**src/rtl/div_issue_ctrl.sv**
```systemverilog
// Request front-end for the signed divider: accepts operands, pulses div_start, holds operands
// until the divider finishes and returns the result (or a divide-by-zero / watchdog status).
module div_issue_ctrl #(
  parameter int unsigned DATA_W  = 8,
  parameter int unsigned RES_W   = 16,
  parameter int unsigned TAG_W   = 4,
  parameter int unsigned TIMEOUT = 32
) (
  input  logic              clk,
  input  logic              reset,
  input  logic              req_valid,
  output logic              req_ready,
  input  logic [DATA_W-1:0] req_a,
  input  logic [DATA_W-1:0] req_b,
  input  logic [TAG_W-1:0]  req_tag,
  output logic              div_start,
  output logic [DATA_W-1:0] div_a,
  output logic [DATA_W-1:0] div_b,
  input  logic              div_done,
  input  logic [RES_W-1:0]  div_quotient,
  input  logic [RES_W-1:0]  div_remainder,
  output logic              rsp_valid,
  input  logic              rsp_ready,
  output logic [RES_W-1:0]  rsp_quotient,
  output logic [RES_W-1:0]  rsp_remainder,
  output logic [TAG_W-1:0]  rsp_tag,
  output logic              rsp_dbz,
  output logic              rsp_timeout,
  output logic              busy
);

  localparam int unsigned TimerW = $clog2(TIMEOUT);
  localparam logic [TimerW-1:0] TimerMax = TimerW'(TIMEOUT - 1);

  typedef enum logic [1:0] {StIdle, StLaunch, StWait, StResp} state_e;

  state_e              state_q;
  logic [TimerW-1:0]   timer_q;

  // Timer counts cycles since the launch cycle, so the response lands TIMEOUT cycles after it.
  always_ff @(posedge clk) begin
    if (reset) begin
      state_q       <= StIdle;
      timer_q       <= '0;
      req_ready     <= 1'b1;
      div_start     <= 1'b0;
      div_a         <= '0;
      div_b         <= '0;
      rsp_valid     <= 1'b0;
      rsp_quotient  <= '0;
      rsp_remainder <= '0;
      rsp_tag       <= '0;
      rsp_dbz       <= 1'b0;
      rsp_timeout   <= 1'b0;
      busy          <= 1'b0;
    end else begin
      case (state_q)
        StIdle: begin
          if (req_valid && req_ready) begin
            div_a     <= req_a;
            div_b     <= req_b;
            rsp_tag   <= req_tag;
            req_ready <= 1'b0;
            busy      <= 1'b1;
            timer_q   <= '0;
            if (req_b == '0) begin
              rsp_quotient  <= '0;
              rsp_remainder <= '0;
              rsp_dbz       <= 1'b1;
              rsp_timeout   <= 1'b0;
              rsp_valid     <= 1'b1;
              state_q       <= StResp;
            end else begin
              div_start <= 1'b1;
              state_q   <= StLaunch;
            end
          end
        end
        StLaunch: begin
          div_start <= 1'b0;
          timer_q   <= timer_q + 1'b1;
          state_q   <= StWait;
        end
        StWait: begin
          timer_q <= timer_q + 1'b1;
          // Completion wins over a coincident watchdog expiry.
          if (div_done) begin
            rsp_quotient  <= div_quotient;
            rsp_remainder <= div_remainder;
            rsp_dbz       <= 1'b0;
            rsp_timeout   <= 1'b0;
            rsp_valid     <= 1'b1;
            state_q       <= StResp;
          end else if (timer_q == TimerMax) begin
            rsp_quotient  <= '0;
            rsp_remainder <= '0;
            rsp_dbz       <= 1'b0;
            rsp_timeout   <= 1'b1;
            rsp_valid     <= 1'b1;
            state_q       <= StResp;
          end
        end
        StResp: begin
          if (rsp_ready) begin
            rsp_valid <= 1'b0;
            busy      <= 1'b0;
            req_ready <= 1'b1;
            state_q   <= StIdle;
          end
        end
        default: begin
          state_q <= StIdle;
        end
      endcase
    end
  end

endmodule

```
**config.mk**
```make
export PLATFORM = sky130hd
export DESIGN_NAME = div_issue_ctrl
export DESIGN_NICKNAME = d
export VERILOG_FILES = /design/src/rtl/div_issue_ctrl.sv
export SDC_FILE = /design/constraint.sdc
export NUM_CORES = 1
export LEC_CHECK = 0
export BUFFER_PORTS_ARGS = -buffer_cell sky130_fd_sc_hd__buf_2
export CORE_ASPECT_RATIO = 0.75
export CORE_MARGIN = 3
export CORE_UTILIZATION = 30
export CTS_CLUSTER_SIZE = 24
export DETAILED_ROUTE_END_ITERATION = 8
export GPL_TIMING_DRIVEN = 0
export PLACE_DENSITY = 0.55
export SLEW_MARGIN = 20
export SYNTH_ARGS = -nofsm -noshare
export SYNTH_HDL_FRONTEND = slang
export SYNTH_SLANG_ARGS = --single-unit
```
**constraint.sdc**
```tcl
create_clock -name clk -period 5.9 [get_ports clk]
set_input_delay 1.18 -clock clk [delete_from_list [all_inputs] [get_ports clk]]
set_output_delay 1.18 -clock clk [all_outputs]
set_load 0.01 [all_outputs]
```
==> key figures, run 1 <==
STA
  • Worst slew pin tran: 678 ps
  • Final slew viol count: 0
  • Total Negative Setup Slacks: 0 ps
  • Setup ws final: between 3000 and 4000 ps
  • Hold violation count in the final report: 0
  • Max frequency: about 0.35 GHz
  • Tcrit/Tclk final: 0.487
  • Setup Skew: 7.07 ps
  • Worst slew margin: 0.547
  • Min Clock Period, post-route: 2870 ps
  • RSZ-0062 raised after global routing: no
  • Endpoints failing setup: 0

Setup path
  • Worst EP arrival: about 3100 ps
  • Critical Path End Type: flip-flop
  • Critical Path RT: just over 6000 ps
  • CP Launch Type: primary input
  • Setup CP Type: in -> reg
  • CP max FO: 10

Global route
  • Gr usage total: 0.139
  • Number of antenna violations at the first check in global routing: 0
  • Largest net degree at the start of global routing: 11
  • First-pass GRT wire length: ~12,000 um
  • Number of global-route vias before repair: 2,545
  • Grt total ovfl: 0

Route
  • Iteration count of the initial detailed-routing pass: 4
  • Initial DRC count: between 80 and 90
  • Routed WL: around 7200 um
  • Via/cell ratio: 4.44
  • WL per Instance: 12.6 um
  • Number of remaining DRC errors: 0
  • Antenna-violating nets left: 0
  • Vias: between 2,000 and 3,000

Clocking
  • Clk pin slew, worst setup/hold paths: roughly 50 ps
  • CTS H-Tree Depth: 3
  • CTS max path bufs: 2
  • Sink Count: 65
  • Cts hold-fix bufs: 0
  • Worst skew pair latency: between 300 and 400 ps
  • Postcts setup bufs: 0
  • Clk root buf: clkbuf_16
  • CTS tree: yes
  • Num CTS Buffers: 9
  • CTS resizes: 0

Final layout
  • # diodes: 0
  • Nets@finish: slightly above 500
  • Fraction of layout cells with a size suffix above 1: 0.296
  • Area of the multi-input gates: ~0.0014 sq mm
  • Finished Cell Area: about 0.0038 sq mm
  • Register area: 0.00130 sq mm
  • Filler cells: a little over 900
  • Synth-to-Final Area Change: 34.8%

Flow run
  • Max cap viols: 0

Placement
  • Post-Place Worst Slack: 2680 ps
  • GP Congestion: about 0.77
  • Dpl hpwl: around 5500 um
  • IO Port Bufs: between 100 and 150
  • DP Area: between 0.003 and 0.004 sq mm

Floorplan
  • Core area: around 0.0088 sq mm
  • Die Ht: roughly 90 um
  • Die ar.: about 0.011 sq mm
  • Starting Density: 0.321
  • FP Rows: 29
  • Die X: around 120 um
  • I/O pin count: 115

Synthesis
  • Synth Register Bits: 65
  • Distinct cells, synth: 35
  • Main synth FF type: dfxtp_1
  • Post-synth ARST share: 0
  • Net Count, Synth: about 380
  • EDFF count, synth: 0
  • Synthesized area per cell: between 8 and 9 sq um
  • Syn Inst Count: 320
  • Dominant cells by area after synthesis: dfxtp_1 46%, mux2i_1 11%, nand2_1 10%, nand2b_1 7.5%, a21oi_1 5.3%
  • Yosys warns: 0
  • Top cell type's share of synthesized area: 0.462
  • Top cell type by total area after synthesis: dfxtp_1
  • Sequential fraction of the synthesis area: 0.462
  • Synthesized area: 0.00282 sq mm

Pwr
  • VDD IR max: between 0.1 and 0.15 mV
  • Overall Power: between 1 and 1.5 mW
  • Pwr/cell area: around 390 mW/mm^2
  • Pleak: 1.64 nW

Hold path
  • Hold Path Class: reg -> reg

Run status
  • Status: finished clean
-- cell usage in the layout (no fill, tap or decap), drive strengths merged, types with 2 or more instances in the layout --
cell type and count:
nor2 7, a211oi 2, ha 7, nand2b 34, or3 3, o21ai 6, nor3 2, a32oi 2
clkinv 4, a2111oi 2, and3 2, a21oi 30, nand2 78, o21bai 2, buf 117, dfxtp 65
inv 6, nor3b 3, clkbuf 29, mux2i 32, nand3 3, or4 2
-- registers in the layout, summed over array words and instances, names as in the netlist, 2 cells and up --
register	count
rsp_tag	4
rsp_remainder	16
state_q	2
div_b	8
div_a	8
timer_q	5
rsp_quotient	16
-- routing by layer --
metal | wire (um) | vias up | global-route usage | part of all wire
met3 | 371 | 10 | 0.0420 | 0.051
met4 | 95 | 0 | 0.0498 | 0.013
li1 | - | 1322 | - | -
met2 | 3270 | 60 | 0.226 | 0.45
met5 | 0 | - | 0 | 0
met1 | 3500 | 1159 | 0.176 | 0.48
-- cells in the mapped netlist (2+ instances only) --
master    instances
dfxtp_1          65
mux2i_1          32
buf_6             3
clkbuf_1         17
o21ai_0           5
a32oi_1           2
nor3b_1           3
nor2_1            7
nand2_1          78
or3_1             3
nand2b_1         34
or4_4             2
nand3_1           3
nor3_1            2
ha_1              7
a21oi_1          30
a211oi_1          2
inv_1             6
o21bai_1          2
and3_1            2
-- through the flow --
stage / hold slack, ps / util / instances
finish: 446 / 0.433 / 574
detailed placement: 444 / 0.404 / 558
CTS: 451 / 0.433 / 574
global placement: 439 / 0.404 / 558
floorplan: 454 / - / 320
global route: 469 / 0.433 / 574
-- worst paths after layout --
| kind | from | endpoint | slack (ps) | cells past startpoint |
|---|---|---|---|---|
| min | rsp_tag[0]$_SDFFE_PP0P_ | rsp_tag[0]$_SDFFE_PP0P_ | 450 | 2 |
| min reg2reg | rsp_tag[0]$_SDFFE_PP0P_ | rsp_tag[0]$_SDFFE_PP0P_ | 450 | 2 |
| max reg2reg | timer_q[0]$_SDFFE_PP0P_ | rsp_quotient[3]$_SDFFE_PP0P_ | 3660 | 7 |
| max | req_b[4] | rsp_quotient[3]$_SDFFE_PP0P_ | 3030 | 6 |
-- power by group --
group          total, mW  switching [mW]  internal, mW
clock              0.463           0.182         0.281
sequential         0.520          0.0298         0.490
combinational      0.495           0.291         0.204
total               1.48           0.503         0.975
-- worst max-delay path: stages --
cell and delay, ps:
buf_2 100, or4_4 550, o21a_1 240, a2111oi_4 570, buf_6 260, mux2i_1 200
-- cells by family after synthesis --
family | after synthesis | synth area share
AO/OA/AOI/OAI | 52 | 0.117
buffers and inverters | 26 | 0.0426
adder cells (fa/ha/maj) | 7 | 0.0311
flip-flops | 65 | 0.462
multiplexers | 32 | 0.114
AND/OR/NAND/NOR | 138 | 0.234
-- layout make-up --
type	count	area share
Clock buffer	12	0.0622
Tap cell	124	0.0408
Multi-Input combinational cell	229	0.368
Inverter	6	0.00592
Timing Repair Buffer	114	0.150
Clock inverter	4	0.00527
Sequential cell	65	0.342
Buffer	20	0.0257
No activity file was read; power rests on OpenSTA's default activity.
==> run 2, diff against run 1 <==
--- a/config.mk
+++ b/config.mk
@@ -12,7 +12,7 @@
 export CTS_CLUSTER_SIZE = 24
 export DETAILED_ROUTE_END_ITERATION = 8
 export GPL_TIMING_DRIVEN = 0
-export PLACE_DENSITY = 0.55
+export PLACE_DENSITY = 0.57
 export SLEW_MARGIN = 20
 export SYNTH_ARGS = -nofsm -noshare
 export SYNTH_HDL_FRONTEND = slang
==> constraint.sdc (replaced) <==
create_clock -name clk -period 2.38 [get_ports clk]
set_input_delay 0.476 -clock clk [delete_from_list [all_inputs] [get_ports clk]]
set_output_delay 0.476 -clock clk [all_outputs]
set_load 0.01 [all_outputs]
==> run 2 against run 1 <==
  * Utilization increased by 0.73 points
  * Non-clock buffer count increased by 1
  * Setup slack got worse by 2800 ps
  * Power increased to 2.6 times the previous value
  * Die area unchanged
  * Register-to-register slack got worse by 3500 ps
  * Combinational power increased to 2.5 times the previous value
  * Critical path type is now reg -> reg
  * Largest cell class unchanged
==> key figures, run 2 (same netlist as run 1, synthesis figures left out) <==
Global route
  • Largest net degree at the start of global routing: 11 (unchanged)
  • First-pass GRT wire length: 12,400 um (+1.4%)
  • Grt total ovfl: 0 (unchanged)
  • Number of global-route vias before repair: 2,567 (+0.86%)
  • Gr usage total: 0.142 (+0.00221)
  • Number of antenna violations at the first check in global routing: 0 (unchanged)

Setup path
  • Internal reg-to-reg setup slack: 200 ps (-3460 ps)
  • CP dominant cell by count: ha_1
  • Reg2Reg Capture Point: rsp_valid$_SDFFE_PP0P_
  • CP Launch Type: flip-flop
  • Setup CP Type: reg -> reg
  • Slowest cell on the critical path: or3_1
  • Reg-to-Reg Start: timer_q[0]$_SDFFE_PP0P_
  • CP max FO: 5 (-5)
  • Worst stage delay on the critical path: 390 ps (-180 ps)
  • Critical Path End Type: flip-flop
  • Register-to-Register Path Depth: 7 (unchanged)
  • Critical Path RT: 2620 ps (-3530 ps)
  • Worst EP arrival: 2420 ps (-700 ps)
  • Critical-path cell list: ha_1, and3_1, ha_1, nor2_1, a221o_1, or3_1, a211oi_1

Final layout
  • Synth-to-Final Area Change: 37.1%
  • Final Core Density: 0.440 (+0.00727)
  • Finished Cell Area: 0.00386 sq mm (+1.7%)
  • Register area: 0.00130 sq mm (unchanged)
  • Area of the multi-input gates: 0.00140 sq mm (unchanged)
  • Nets@finish: 510 (+0.20%)
  • Most frequent cells in the layout: 114 x buf_2, 78 x nand2_1, 65 x dfxtp_1
  • Largest regs: rsp_quotient: 16 flops, rsp_remainder: 16 flops
  • Fraction of layout cells with a size suffix above 1: 0.302 (+0.00600)
  • # diodes: 0 (unchanged)
  • Filler cells: 903 (-1.8%)
  • Commonest non-fill, non-tap cell in the layout: buf_2

Floorplan
  • Die Ht: 90.0 um (unchanged)
  • Core area: 0.00878 sq mm (unchanged)
  • FP Rows: 29 (unchanged)
  • Die X: 118 um (unchanged)
  • Starting Density: 0.321 (unchanged)
  • Die ar.: 0.0106 sq mm (unchanged)
  • I/O pin count: 115 (unchanged)

Placement
  • IO Port Bufs: 114 (unchanged)
  • Post-Place Worst Slack: -159 ps (-2840 ps)
  • GP Congestion: 0.772 (-0.35%)
  • DP Area: 0.00354 sq mm (unchanged)
  • Dpl hpwl: 5550 um (+1.5%)

Clocking
  • Worst skew pair latency: 320 ps (about the same)
  • CTS max path bufs: 2 (unchanged)
  • Clk root buf: clkbuf_16
  • CTS tree: yes
  • Clk pin slew, worst setup/hold paths: 50 ps (about the same)
  • CTS resizes: 0 (unchanged)
  • Num CTS Buffers: 9 (unchanged)
  • CTS H-Tree Depth: 3 (unchanged)
  • Sink Count: 65 (unchanged)

Route
  • WL per Instance: 12.6 um (+0.10%)
  • Number of remaining DRC errors: 0 (unchanged)
  • Routed WL: 7260 um (+0.28%)
  • Vias: 2,610 (+2.3%)
  • Initial DRC count: 100 (+14%)
  • Antenna-violating nets left: 0 (unchanged)
  • Iteration count of the initial detailed-routing pass: 4 (unchanged)
  • Via/cell ratio: 4.54 (+2.1%)

STA
  • Setup ws final: 199 ps (-2830 ps)
  • Final slew viol count: 0 (unchanged)
  • Min Clock Period, post-route: around 2200 ps
  • RSZ-0062 raised after global routing: no
  • Hold violation count in the final report: 0 (unchanged)
  • Worst slew margin: 0.550 (+0.00258)
  • Max frequency: around 0.46 GHz
  • Worst slew pin tran: 674 ps (-3.87 ps)
  • Tcrit/Tclk final: 0.916
  • Endpoints failing setup: 0 (unchanged)
  • Setup Skew: 4.32 ps (-2.75 ps)
  • Total Negative Setup Slacks: 0 ps (unchanged)

Hold path
  • HP Start: req_a[7]
  • Hold Path Class: in -> reg
  • Worst Hold Endpoint: div_a[7]$_SDFFE_PP0P_
  • Hold-critical path depth: 3 (+1)

Pwr
  • VDD IR max: 0.383 mV (+190%)
  • Pwr/cell area: 1010 mW/mm^2 (+160%)
  • Pleak: 1.67 nW (+2.0%)

Flow run
  • Max cap viols: 0 (unchanged)

Run status
  • Status: finished clean
## run 2: repair_timing
item	CTS	global route
buffers inserted	0	2
hold buffers	0	0
setup endpoints to repair	0	30
## run 2: where the power goes
part	leakage [nW]	total (mW)	internal (mW)	switching (mW)
clock network	0.153	1.35	0.895	0.452
registers	0.527	1.29	1.21	0.0762
logic	0.988	1.25	0.529	0.722
total	1.67	3.89	2.64	1.25
## run 2: cell type report
cell class                      count  share of cell area
Buffer                             19              0.0243
Clock buffer                       14              0.0709
Clock inverter                      2             0.00906
Inverter                            6             0.00583
Multi-Input combinational cell    229               0.362
Sequential cell                    65               0.337
Tap cell                          124              0.0401
Timing Repair Buffer              116               0.152
## run 2: worst max-delay path by stage
stage / start / end / slack (ps)
finish: timer_q[0]$_SDFFE_PP0P_ / rsp_valid$_SDFFE_PP0P_ / 200
floorplan: req_b[4] / rsp_quotient[0]$_SDFFE_PP0P_ / 170
CTS: timer_q[0]$_SDFFE_PP0P_ / rsp_quotient[3]$_SDFFE_PP0P_ / 80
detailed placement: req_b[4] / rsp_quotient[3]$_SDFFE_PP0P_ / -160
global placement: req_b[4] / rsp_quotient[3]$_SDFFE_PP0P_ / -140
global route: timer_q[0]$_SDFFE_PP0P_ / rsp_valid$_SDFFE_PP0P_ / 40
## run 2: metrics by stage
stage | cells | hold WS, ps | power [mW]
2_1_floorplan | 320 | 454 | 2.19
3_3_place_gp | 558 | 438 | 2.53
3_5_place_dp | 558 | 445 | 2.55
4_1_cts | 574 | 370 | 3.92
5_1_grt | 575 | 378 | 4.13
6_report | 575 | 385 | 3.89
## run 2: layer usage
layer,GRT usage,part of all wire
met3,0.0433,0.049
met4,0.0615,0.023
met1,0.184,0.48
met2,0.217,0.45
met5,0,0
## run 2: critical path: cells and delay by family, from the launching register on
family / cells / cell delay [ps]
and+or+nand+nor: 3 / 700
adders and majority gates: 2 / 430
DFF: 1 / 370
AOI/OAI and AO/OA: 2 / 600
==> run 3, diff against run 2 <==
--- a/config.mk
+++ b/config.mk
@@ -12,7 +12,7 @@
 export CTS_CLUSTER_SIZE = 24
 export DETAILED_ROUTE_END_ITERATION = 8
 export GPL_TIMING_DRIVEN = 0
-export PLACE_DENSITY = 0.57
+export PLACE_DENSITY = 0.55
 export SLEW_MARGIN = 20
 export SYNTH_ARGS = -nofsm -noshare
 export SYNTH_HDL_FRONTEND = slang
==> constraint.sdc (replaced) <==
create_clock -name clk -period 2.1 [get_ports clk]
set_input_delay 0.42 -clock clk [delete_from_list [all_inputs] [get_ports clk]]
set_output_delay 0.42 -clock clk [all_outputs]
set_load 0.01 [all_outputs]
==> run 3 against run 2 <==
  * Fmax increased by 8.5%
  * Final cell count down 0.17%
  * Clock skew rose by 2.5 ps
  * Final area shrank 0.16%
  * Clock power shrank 4%
  * Register-to-register slack worse by 110 ps
  * Worst hold slack lost 52 ps
  * First-iteration DRC count is 16% higher
  * Routed wire length is 2.3% higher
  * Non-clock buffer count rose by 1
  * Critical endpoint is now rsp_remainder[6]$_SDFFE_PP0P_
  * Largest power group is now combinational cells
  * Highest routed layer unchanged
==> key figures, run 3 (same netlist as run 1, synthesis figures left out) <==
Run status
  • Status: finished clean

Clocking
  • Num CTS Buffers: 9 (unchanged)
  • Clk root buf: clkbuf_16
  • Worst skew pair latency: 320 ps (about the same)
  • CTS max path bufs: 2 (unchanged)
  • CTS tree: yes
  • Sink Count: 65 (unchanged)
  • Clk pin slew, worst setup/hold paths: 50 ps (about the same)
  • CTS H-Tree Depth: 3 (unchanged)

Flow run
  • Max cap viols: 0 (unchanged)

Final layout
  • Finished Cell Area: 0.00386 sq mm (-0.16%)
  • Area of the multi-input gates: 0.00143 sq mm (+2.1%)
  • Register area: 0.00130 sq mm (+0.19%)
  • Most frequent cells in the layout: 115 x buf_2, 78 x nand2_1, 63 x dfxtp_1
  • Commonest non-fill, non-tap cell in the layout: buf_2
  • Nets@finish: 511 (+0.20%)
  • Filler cells: 917 (+1.6%)
  • Synth-to-Final Area Change: 36.9%
  • Fraction of layout cells with a size suffix above 1: 0.327 (+0.0251)
  • Largest regs: rsp_quotient: 16 flops, rsp_remainder: 16 flops
  • # diodes: 0 (unchanged)
  • Final Core Density: 0.439 (-0.000713)

Pwr
  • Pleak: 1.65 nW (-0.88%)
  • Overall Power: 4.23 mW (+8.8%)
  • Pwr/cell area: 1100 mW/mm^2 (+8.9%)
  • VDD IR max: 0.328 mV (-14%)

Placement
  • DP Area: 0.00354 sq mm (unchanged)
  • IO Port Bufs: 114 (unchanged)
  • Dpl hpwl: 5680 um (+2.3%)
  • Post-Place Worst Slack: -349 ps (-190 ps)
  • GP Congestion: 0.766 (-0.83%)

Setup path
  • CP Launch Type: flip-flop
  • Crit-path leading delay family: buffers and inverters
  • Setup CP Type: reg -> reg
  • CP max FO: 10 (+5)
  • Register-to-Register Path Depth: 8 (+1)
  • Critical Path RT: 2340 ps (-280 ps)
  • Slowest cell on the critical path: dfxtp_1
  • Critical Path End Type: flip-flop
  • Critical path origin: state_q[0]$_SDFFE_PP0P_
  • Internal reg-to-reg setup slack: 90 ps (-110 ps)
  • Reg2Reg Capture Point: rsp_remainder[6]$_SDFFE_PP0P_
  • CP dominant cell by count: buf_6
  • WP buf/inv: 4 (+4)
  • Worst Setup EP: rsp_remainder[6]$_SDFFE_PP0P_
  • Crit path depth: 8 (+1)
  • Worst stage delay on the critical path: 360 ps (-30 ps)
  • Critical-path cell list: inv_1, ha_1, buf_2, o21a_1, a2111oi_4, buf_6, buf_6, mux2i_1
  • Reg-to-Reg Start: state_q[0]$_SDFFE_PP0P_
  • Worst EP arrival: 2250 ps (-170 ps)

Floorplan
  • Core area: 0.00878 sq mm (unchanged)
  • Die X: 118 um (unchanged)
  • Starting Density: 0.321 (unchanged)
  • FP Rows: 29 (unchanged)
  • Die ar.: 0.0106 sq mm (unchanged)
  • Die Ht: 90.0 um (unchanged)
  • I/O pin count: 115 (unchanged)

STA
  • Setup ws final: 89.6 ps (-110 ps)
  • Setup Skew: 6.81 ps (+2.49 ps)
  • Tcrit/Tclk final: 0.957 (+0.0411)
  • Final slew viol count: 0 (unchanged)
  • Worst slew pin tran: 574 ps (-99.8 ps)
  • Worst slew margin: 0.607 (+0.0576)
  • Endpoints failing setup: 0 (unchanged)
  • Hold violation count in the final report: 0 (unchanged)
  • RSZ-0062 raised after global routing: yes
  • Max frequency: 0.497 GHz (+8.5%)
  • Final hold slack: 333 ps (-51.6 ps)
  • Min Clock Period, post-route: 2010 ps (-170 ps)

Route
  • Vias: 2,615 (+0.19%)
  • Initial DRC count: 116 (+16%)
  • Number of remaining DRC errors: 0 (unchanged)
  • Iteration count of the initial detailed-routing pass: 4 (unchanged)
  • Via/cell ratio: 4.56 (+0.37%)
  • Routed WL: 7430 um (+2.3%)
  • WL per Instance: 12.9 um (+2.5%)
  • Antenna-violating nets left: 0 (unchanged)

Global route
  • First-pass GRT wire length: 12,400 um (+0.23%)
  • Gr usage total: 0.141 (-0.000875)
  • Grt total ovfl: 0 (unchanged)
  • Number of global-route vias before repair: 2,616 (+1.9%)
  • Largest net degree at the start of global routing: 11 (unchanged)
  • Number of antenna violations at the first check in global routing: 0 (unchanged)

Hold path
  • Hold Path Class: in -> reg
## run 3: changes by cell type in the layout (fill, tap and decap cells not counted), moves of 2 or more
cell and change:
clkbuf_1 -5, clkbuf_2 +3, dfxtp_2 +2, dfxtp_1 -2, clkinv_2 +2, clkbuf_8 -3, ha_1 -2
## run 3: how the worst min path moves through the flow
stage / start / to / slack (ps) / cells past startpoint
3_5_place_dp: rsp_tag[0]$_SDFFE_PP0P_ / rsp_tag[0]$_SDFFE_PP0P_ / 440 / 2
6_report: req_a[6] / div_a[6]$_SDFFE_PP0P_ / 330 / 3
5_1_grt: req_tag[2] / rsp_tag[2]$_SDFFE_PP0P_ / 330 / 3
4_1_cts: req_a[4] / div_a[4]$_SDFFE_PP0P_ / 320 / 3
2_1_floorplan: timer_q[3]$_SDFFE_PP0P_ / timer_q[3]$_SDFFE_PP0P_ / 450 / 2
3_3_place_gp: rsp_tag[0]$_SDFFE_PP0P_ / rsp_tag[0]$_SDFFE_PP0P_ / 440 / 2
## run 3: where the power goes
part	internal, mW	switching [mW]	total (mW)	leakage [nW]
Sequential	1.38	0.0845	1.46	0.528
Clock	0.778	0.511	1.29	0.124
Combinational	0.645	0.833	1.48	1.00
## run 3: layer usage
| layer | share of wire | up-vias | wire length [um] | global-route usage |
|---|---|---|---|---|
| met4 | 0.0094 | 0 | 70 | 0.0410 |
| met2 | 0.47 | 61 | 3490 | 0.234 |
| met1 | 0.47 | 1223 | 3470 | 0.175 |
| li1 | - | 1324 | - | - |
| met5 | 0 | - | 0 | 0 |
| met3 | 0.053 | 7 | 390 | 0.0452 |
## run 3: cell type report
type	instances	share of cell area
multi-input combinational	229	0.370
inverter	6	0.00584
tap	124	0.0402
timing repair buffer	117	0.155
buffer	19	0.0266
clock inverter	4	0.00584
sequential	65	0.338
clock buffer	10	0.0593
## run 3: what timing repair did
item	CTS	global route
setup buffers	2	1
pin swaps	2	0
setup endpoints to repair	31	33
resized for setup	6	9
hold endpoints to repair	0	0
hold buffers	0	0
## run 3: metrics by stage
stage | setup TNS (ps) | instances
floorplan | -242 | 320
global placement | -9720 | 558
detailed placement | -9930 | 558
CTS | 0 | 573
global route | -54.9 | 574
finish | 0 | 574
## run 3: worst min-delay path: stages
cell and delay, ps:
buf_2 100, nand2_1 40, a21oi_1 50
